File: src/rtl/mapper_mem_arbiter.sv
// Arbitrates the shared ROM/RAM port between mapper CPU accesses and the ROM loader.
// Optional watchdog (MAPPER_ARB_WATCHDOG_EN) aborts accesses the memory never acknowledges.
module mapper_mem_arbiter #(
  parameter int ADDR_W    = 27,
  parameter int CPU_BURST = 4,
  parameter int TIMEOUT   = 255
) (
  input  logic              clk,
  input  logic              reset_n,
  input  logic              cpu_req,
  input  logic              cpu_wr,
  input  logic [ADDR_W-1:0] cpu_addr,
  input  logic [7:0]        cpu_din,
  output logic [7:0]        cpu_dout,
  output logic              cpu_wait,
  input  logic              ld_valid,
  input  logic [ADDR_W-1:0] ld_addr,
  input  logic [7:0]        ld_data,
  output logic              ld_ready,
  output logic              mem_req,
  output logic              mem_we,
  output logic [ADDR_W-1:0] mem_addr,
  output logic [7:0]        mem_din,
  input  logic [7:0]        mem_dout,
  input  logic              mem_ack,
  output logic              wd_err
);

  typedef enum logic [1:0] {S_IDLE, S_CPU, S_LOAD} state_e;

  localparam logic [3:0] BURST4 = 4'(CPU_BURST);

  if (CPU_BURST < 1 || CPU_BURST > 15 || TIMEOUT < 1 || TIMEOUT > 255) begin : g_bad_param
    $error("mapper_mem_arbiter: CPU_BURST or TIMEOUT out of range");
  end

  state_e            state_q, state_d;
  logic              cpu_pend_q, cpu_pend_d;
  logic              cpu_wr_q, cpu_wr_d;
  logic [ADDR_W-1:0] cpu_addr_q, cpu_addr_d;
  logic [7:0]        cpu_din_q, cpu_din_d;
  logic [3:0]        streak_q, streak_d;
  logic              mem_req_q, mem_req_d;
  logic              mem_we_q, mem_we_d;
  logic [ADDR_W-1:0] mem_addr_q, mem_addr_d;
  logic [7:0]        mem_din_q, mem_din_d;
  logic [7:0]        cpu_dout_q, cpu_dout_d;
  logic              ld_ready_q, ld_ready_d;

  logic cpu_take, pend_eff, busy, done, grant_cpu, grant_ld, timeout;

  // A fresh cpu_req competes in the same cycle so mem_req can rise on the next one.
  always_comb begin
    cpu_take  = cpu_req & ~cpu_pend_q & (state_q != S_CPU);
    pend_eff  = cpu_pend_q | cpu_take;
    busy      = (state_q != S_IDLE);
    done      = busy & (mem_ack | timeout);
    grant_ld  = (state_q == S_IDLE) & ld_valid & (~pend_eff | (streak_q == BURST4));
    grant_cpu = (state_q == S_IDLE) & pend_eff & ~grant_ld;
  end

  always_comb begin
    state_d    = state_q;
    cpu_pend_d = cpu_pend_q;
    cpu_wr_d   = cpu_wr_q;
    cpu_addr_d = cpu_addr_q;
    cpu_din_d  = cpu_din_q;
    streak_d   = streak_q;
    mem_req_d  = mem_req_q;
    mem_we_d   = mem_we_q;
    mem_addr_d = mem_addr_q;
    mem_din_d  = mem_din_q;
    cpu_dout_d = cpu_dout_q;
    ld_ready_d = 1'b0;

    if (cpu_take) begin
      cpu_pend_d = 1'b1;
      cpu_wr_d   = cpu_wr;
      cpu_addr_d = cpu_addr;
      cpu_din_d  = cpu_din;
    end

    if (grant_cpu) begin
      state_d    = S_CPU;
      mem_req_d  = 1'b1;
      mem_we_d   = cpu_take ? cpu_wr   : cpu_wr_q;
      mem_addr_d = cpu_take ? cpu_addr : cpu_addr_q;
      mem_din_d  = cpu_take ? cpu_din  : cpu_din_q;
    end else if (grant_ld) begin
      state_d    = S_LOAD;
      mem_req_d  = 1'b1;
      mem_we_d   = 1'b1;
      mem_addr_d = ld_addr;
      mem_din_d  = ld_data;
    end

    // A watchdog abort completes like an ack, but reads return 8'hFF.
    if (done) begin
      state_d   = S_IDLE;
      mem_req_d = 1'b0;
      if (state_q == S_CPU) begin
        cpu_pend_d = 1'b0;
        if (!cpu_wr_q) cpu_dout_d = mem_ack ? mem_dout : 8'hFF;
      end else begin
        ld_ready_d = 1'b1;
      end
    end

    if (!ld_valid || grant_ld)              streak_d = 4'd0;
    else if (grant_cpu && streak_q != BURST4) streak_d = streak_q + 4'd1;
  end

  always_ff @(posedge clk or negedge reset_n) begin
    if (!reset_n) begin
      state_q    <= S_IDLE;
      cpu_pend_q <= 1'b0;
      cpu_wr_q   <= 1'b0;
      cpu_addr_q <= '0;
      cpu_din_q  <= '0;
      streak_q   <= 4'd0;
      mem_req_q  <= 1'b0;
      mem_we_q   <= 1'b0;
      mem_addr_q <= '0;
      mem_din_q  <= '0;
      cpu_dout_q <= 8'hFF;
      ld_ready_q <= 1'b0;
    end else begin
      state_q    <= state_d;
      cpu_pend_q <= cpu_pend_d;
      cpu_wr_q   <= cpu_wr_d;
      cpu_addr_q <= cpu_addr_d;
      cpu_din_q  <= cpu_din_d;
      streak_q   <= streak_d;
      mem_req_q  <= mem_req_d;
      mem_we_q   <= mem_we_d;
      mem_addr_q <= mem_addr_d;
      mem_din_q  <= mem_din_d;
      cpu_dout_q <= cpu_dout_d;
      ld_ready_q <= ld_ready_d;
    end
  end

`ifdef MAPPER_ARB_WATCHDOG_EN
  localparam logic [7:0] WD_LAST = 8'(TIMEOUT - 1);

  logic [7:0] wd_cnt_q;
  logic       wd_err_q;

  // Fires in the TIMEOUT-th cycle of an unacknowledged request.
  assign timeout = busy & ~mem_ack & (wd_cnt_q == WD_LAST);

  always_ff @(posedge clk or negedge reset_n) begin
    if (!reset_n) begin
      wd_cnt_q <= 8'd0;
      wd_err_q <= 1'b0;
    end else begin
      if (grant_cpu || grant_ld)  wd_cnt_q <= 8'd0;
      else if (busy && !mem_ack)  wd_cnt_q <= wd_cnt_q + 8'd1;
      if (timeout)                wd_err_q <= 1'b1;
    end
  end

  assign wd_err = wd_err_q;
`else
  assign timeout = 1'b0;
  assign wd_err  = 1'b0;
`endif

  assign cpu_wait = cpu_req | cpu_pend_q;
  assign cpu_dout = cpu_dout_q;
  assign ld_ready = ld_ready_q;
  assign mem_req  = mem_req_q;
  assign mem_we   = mem_we_q;
  assign mem_addr = mem_addr_q;
  assign mem_din  = mem_din_q;

endmodule
File: config.mk
export PLATFORM = sky130hd
export DESIGN_NAME = mapper_mem_arbiter
export DESIGN_NICKNAME = d
export VERILOG_FILES = /design/src/rtl/mapper_mem_arbiter.sv
export SDC_FILE = /design/constraint.sdc
export NUM_CORES = 1
export LEC_CHECK = 0
export BUFFER_PORTS_ARGS = -buffer_cell sky130_fd_sc_hd__buf_4
export CAP_MARGIN = 20
export CORE_MARGIN = 8
export CORE_UTILIZATION = 45
export DETAILED_ROUTE_END_ITERATION = 8
export PLACE_DENSITY = 0.86
export SYNTH_ARGS = -nofsm -noshare
export SYNTH_HDL_FRONTEND = slang
export SYNTH_SLANG_ARGS = --single-unit
File: constraint.sdc
create_clock -name clk -period 1.5 [get_ports clk]
set_input_delay 0.075 -clock clk [delete_from_list [all_inputs] [get_ports clk]]
set_output_delay 0.075 -clock clk [all_outputs]
set_load 0.005 [all_outputs]
* Yosys cells after proc, flatten, opt, wreduce, memory -nomap -nowiden
Cells that the tools add are included.
Storage, ports and cells: bits in registers 89, bits of input ports 84, output and inout port bits 48, word-level logic and storage cells 62
Cells by class: $add $sub $neg 1, eq/ne operators 4, muxes and demuxes 22, bitwise logic cells 14, reductions and logical operators 9
Operators with widths (count):
- $mux W27 | 3
- $mux W8 | 4
- $mux W1 | 10
- $mux W4 | 2
- $and A1 B1 Y1 | 7
- $mux W2 | 3
- $reduce_bool A2 Y1 | 3
- $add A4 B1 Y4 const B | 1
- $eq A4 B3 Y1 const B | 1
- $ne A4 B3 Y1 const B | 1
- $not A1 Y1 | 4
- $or A1 B1 Y1 | 3
- $reduce_and A3 Y1 | 1
- $reduce_bool A3 Y1 | 1
- $eq A2 B1 Y1 const B | 1
- $logic_not A2 Y1 | 1
- $ne A2 B1 Y1 const B | 1
- $logic_and A1 B1 Y1 | 1
- $logic_not A1 Y1 | 1
- $logic_or A1 B1 Y1 | 1

* Depth between registers and ports, before layout
word-level depth 12, mapped depth 9, mapped depth without buffers 6

* Worst setup path after synthesis
No wires, ideal clock.
path kind reg2reg, start point register streak_q[0], end point register mem_addr_q[17], in the netlist mem_addr[17], setup time 0.130 ns, arrival 1.573 ns, required time 1.370 ns, path slack -0.204 ns, cell stages (with the launch flop) 10, path buffers 3, period minus slack after synthesis 1.704 ns, cell sequence dfrtp_1 -> inv_1 -> ha_1 -> and3b_1 -> buf_2 -> o211a_1 -> buf_2 -> buf_6 -> a22oi_1 -> o21ai_1
On the way: word-level cells in the longest chain between the ends 6, elaborated cells on any way between the ends 7, those cells by class 1 x eq/ne; 1 x mux; 4 x bitwise; 1 x reduce/logical
RTL lines:
- start, declared | line 42 | logic [3:0] streak_q, streak_d;
- start signal, assigned | line 133 | streak_q <= streak_d;
- $eq A4 B3 Y1 * | line 58 | grant_ld = (state_q == S_IDLE) & ld_valid & (~pend_eff | (streak_q == BURST4));
- $or A1 B1 Y1 * | line 58
- $and A1 B1 Y1 * | line 58
- $not A1 Y1 | line 59 | grant_cpu = (state_q == S_IDLE) & pend_eff & ~grant_ld;
- $and A1 B1 Y1 | line 59
- $mux W27 or $reduce_bool A2 Y1 (tied branches)
- end signal, assigned | line 136 | mem_addr_q <= mem_addr_d;
- end, declared | line 45 | logic [ADDR_W-1:0] mem_addr_q, mem_addr_d;
Mark *: on every way between the ends. The rest lies on a longest branch, timed or not. A chain may end at the register's enable or synchronous reset.

* Worst setup path in the final report
start point register streak_q[1], end point register mem_addr_q[9], in the netlist mem_addr[9]
The elaborated chain is that of the path after synthesis.

==> flow_summary.toml <==
[status]
status = "complete, but fails checks"
violations = "negative setup slack"

[clock_network]
cts_inserted_buffers = 9
cts_tree = "built"
numClockSinks = 89
clk_pin_slew_ns = 0.09
clock_path_buffers = 2
cts_root_buffer = "clkbuf_8"
insertion_delay_ns = 0.36
htree_levels = 3

[critical_path]
cp_slowest_stage_delay_ns = 0.38
path_cells = "inv_2 > ha_2 > and3b_1 > o211a_4 > buf_6 > a22oi_1 > o21ai_2"
end_kind = "flip-flop"
crit_required_ns = 1.74
worst-setup-path-type = "reg -> reg"
ff2ff_setup_slack_ns = -0.13
r2r_start = "streak_q[1]"
slowest_stage = "dfrtp_1"
critPathLaunch = "streak_q[1]"
arrival_ns = 1.87
worstSetupStartpointType = "flip-flop"
crit_fanout = 5

[placed_design]
gp_congestion = 0.8203
place_area_sq_um = 4954
place_hpwl_mm = 7.418
place_inst = 545
port_buffers = 130

[yosys]
synth_nets = 387
syn-cell-area_sq_um = 3686
synth.distinct_cells = 42
syn_area_per_cell_sq_um = 12.25
synth-seq-area-share_pct = 60.69
synthTopCellsByArea = "dfrtp_1 55%, mux2i_1 9.0%, a22oi_1 6.7%"
synthCells = 301
ys_top_cells_by_count = "81 x dfrtp_1, 38 x inv_1, 33 x a22oi_1, 33 x mux2i_1, 30 x o21ai_1"
ys.warnings.count = 0
async_flop_share_pct = 100.0
synth.most_common_cell = "dfrtp_1"
netlist.area_leader.share_pct = 54.99
ys_ff_latch = 89
synth_edf_count = 0
ys.flop_type = "dfrtp_1"
synth_largest_area_cell = "dfrtp_1"

[power_and_ir_drop]
ir_worst_vdd_mv = 1.112
pwr-share-clk_pct = 13.3
power_frac_seq_pct = 33.9
power_density_nw_per_um2 = 1978
p_leak_uw = 0.003164
power_uw = 13200
p_switching_uw = 4837
p_int_uw = 8358
switching_share_pct = 36.65
comb_power_share_pct = 52.8

[timing]
rsz0062_at_grt = "yes"
finalCriticalPeriod_ns = 1.626
skew_ns = 0.009094
fin_hold_ws_ns = 0.06472
setup_tns_ns = -3.250
hold_viol_final = 0
slew_violations = 0
setup_viol = 48
fin_ws_ns = -0.1263
fmax_mhz = 614.9
period_share_pct = 108.4

[final_layout]
nets = 629
stdcell_area_sq_um = 6671
drive_gt1_share_pct = 50.73
area_delta_synth_final_pct = 80.99
final_cells = 654

[global_routing]
grt_use_total_pct = 20.96
overflow = 0
grt_pass1_vias = 3726
grt_pass1_wl_mm = 18.98
grt_max_degree = 46
antenna_found_initial = 1

[job]
max_cap_viol_count = 0

[floorplanning]
die_y_um = 106.5
pin_count = 132
row_count = 33
chipWidth_um = 106.5
die_area_sq_um = 11340
start_util_pct = 45.55
core_sq_um = 8093

[hold_path]
hp-class = "in -> reg"
min_from = "ld_addr[0]"

[route]
wirelength_mm = 13.79
drt_iter0_drc = 101
antenna_left = 0
wire_per_inst_um = 21.08
drc_errors = 0
post_drt_via_cell_ratio = 5.237
firstDrtPassIters = 4
vias = 3425
## power groups by stage
stage | Clock (uW) | Sequential, uW | Combinational, uW
6_report | 1750 | 4480 | 6960
5_1_grt | 1860 | 4570 | 7420
4_1_cts | 1770 | 4240 | 5120
3_5_place_dp | 0 | 4260 | 4860
3_3_place_gp | 0 | 4200 | 4620
2_1_floorplan | 0 | 4210 | 2530
## layer usage
layer / wire (um) / global-route usage (%)
met2: 7597 / 39.81
met1: 5001 / 21.85
met4: 497 / 7.538
met5: 0 / 0
met3: 688 / 4.961
## per-stage QoR
| stage | util [%] | setup slack, ns |
|---|---|---|
| global route | 82.44 | -0.1558 |
| floorplan | - | -0.1694 |
| global placement | 61.21 | -0.01523 |
| finish | 82.44 | -0.1263 |
| detailed placement | 61.21 | -0.1215 |
| CTS | 74.38 | -0.07790 |
## cell type report
type	count	area (sq um)
sequential	89	2238
multi-input combinational	157	1679
antenna	1	2.502
inverter	38	142.6
fill	426	1421
timing repair buffer	248	2263
clock buffer	11	151.4
tap	105	131.4
clock inverter	5	62.56
## cells in the final DEF (no fill, tap or decap), drive strengths merged, types with 2 or more instances in the layout
master,Yosys,final
buf,14,163
dfrtp,81,81
dlygate4sd3,0,80
inv,38,39
o21ai,35,35
a22oi,33,33
mux2i,33,33
clkbuf,4,16
mux2,11,11
dfstp,8,8
nand2,5,5
nor2,5,5
a21oi,4,4
nand2b,4,4
nand3,2,3
and2,2,2
nor3,2,2
o221a,2,2
clkinvlp,0,2
ha,2,2
## registers in the layout (all words and copies together), names as in the netlist, 2 cells and up
signal      flops
cpu_dout        8
streak_q        4
state_q         2
mem_din         8
cpu_din_q       8
mem_addr       27
cpu_addr_q     27
## logic make-up (layout without fill, tap and decap cells)
| kind of cell | Yosys count | in the layout | synth area share [%] |
|---|---|---|---|
| AOI/OAI and AO/OA | 81 | 81 | 14.16 |
| adders and majority gates | 2 | 2 | 0.6788 |
| buffers and inverters | 56 | 302 | 7.128 |
| DFF | 89 | 89 | 60.69 |
| muxes | 44 | 44 | 12.53 |
| other | 1 | 2 | 0.1017 |
| and+or+nand+nor | 28 | 29 | 4.719 |
## critical path: cells and delay by family, from the launching register on
family          cells  cell delay (ns)
simple gates        1             0.18
compound gates      3             0.59
flops               1             0.38
buf+inv             2             0.20
fa+ha+maj           1             0.16
## final timing paths
| check | endpoint | depth (start not counted) |
|---|---|---|
| max | mem_addr[9] | 7 |
| min | mem_addr[0] | 3 |
| max reg2reg | mem_addr[9] | 7 |
| min reg2reg | cpu_addr_q[16] | 2 |
| max in group asynchronous | cpu_dout[6] | 3 |
| min in group asynchronous | cpu_addr_q[4] | 2 |
## repair_timing
| action | in CTS | in global routing |
|---|---|---|
| endpoints found under the setup margin | 47 | 69 |
| pin swaps | 3 | 5 |
| setup buffers | 0 | 3 |
| hold endpoints to repair | 152 | 0 |
| gates cloned | 1 | 8 |
| resized for setup | 10 | 100 |
| hold buffers | 80 | 0 |
Power figures use the tool's default switching activity.
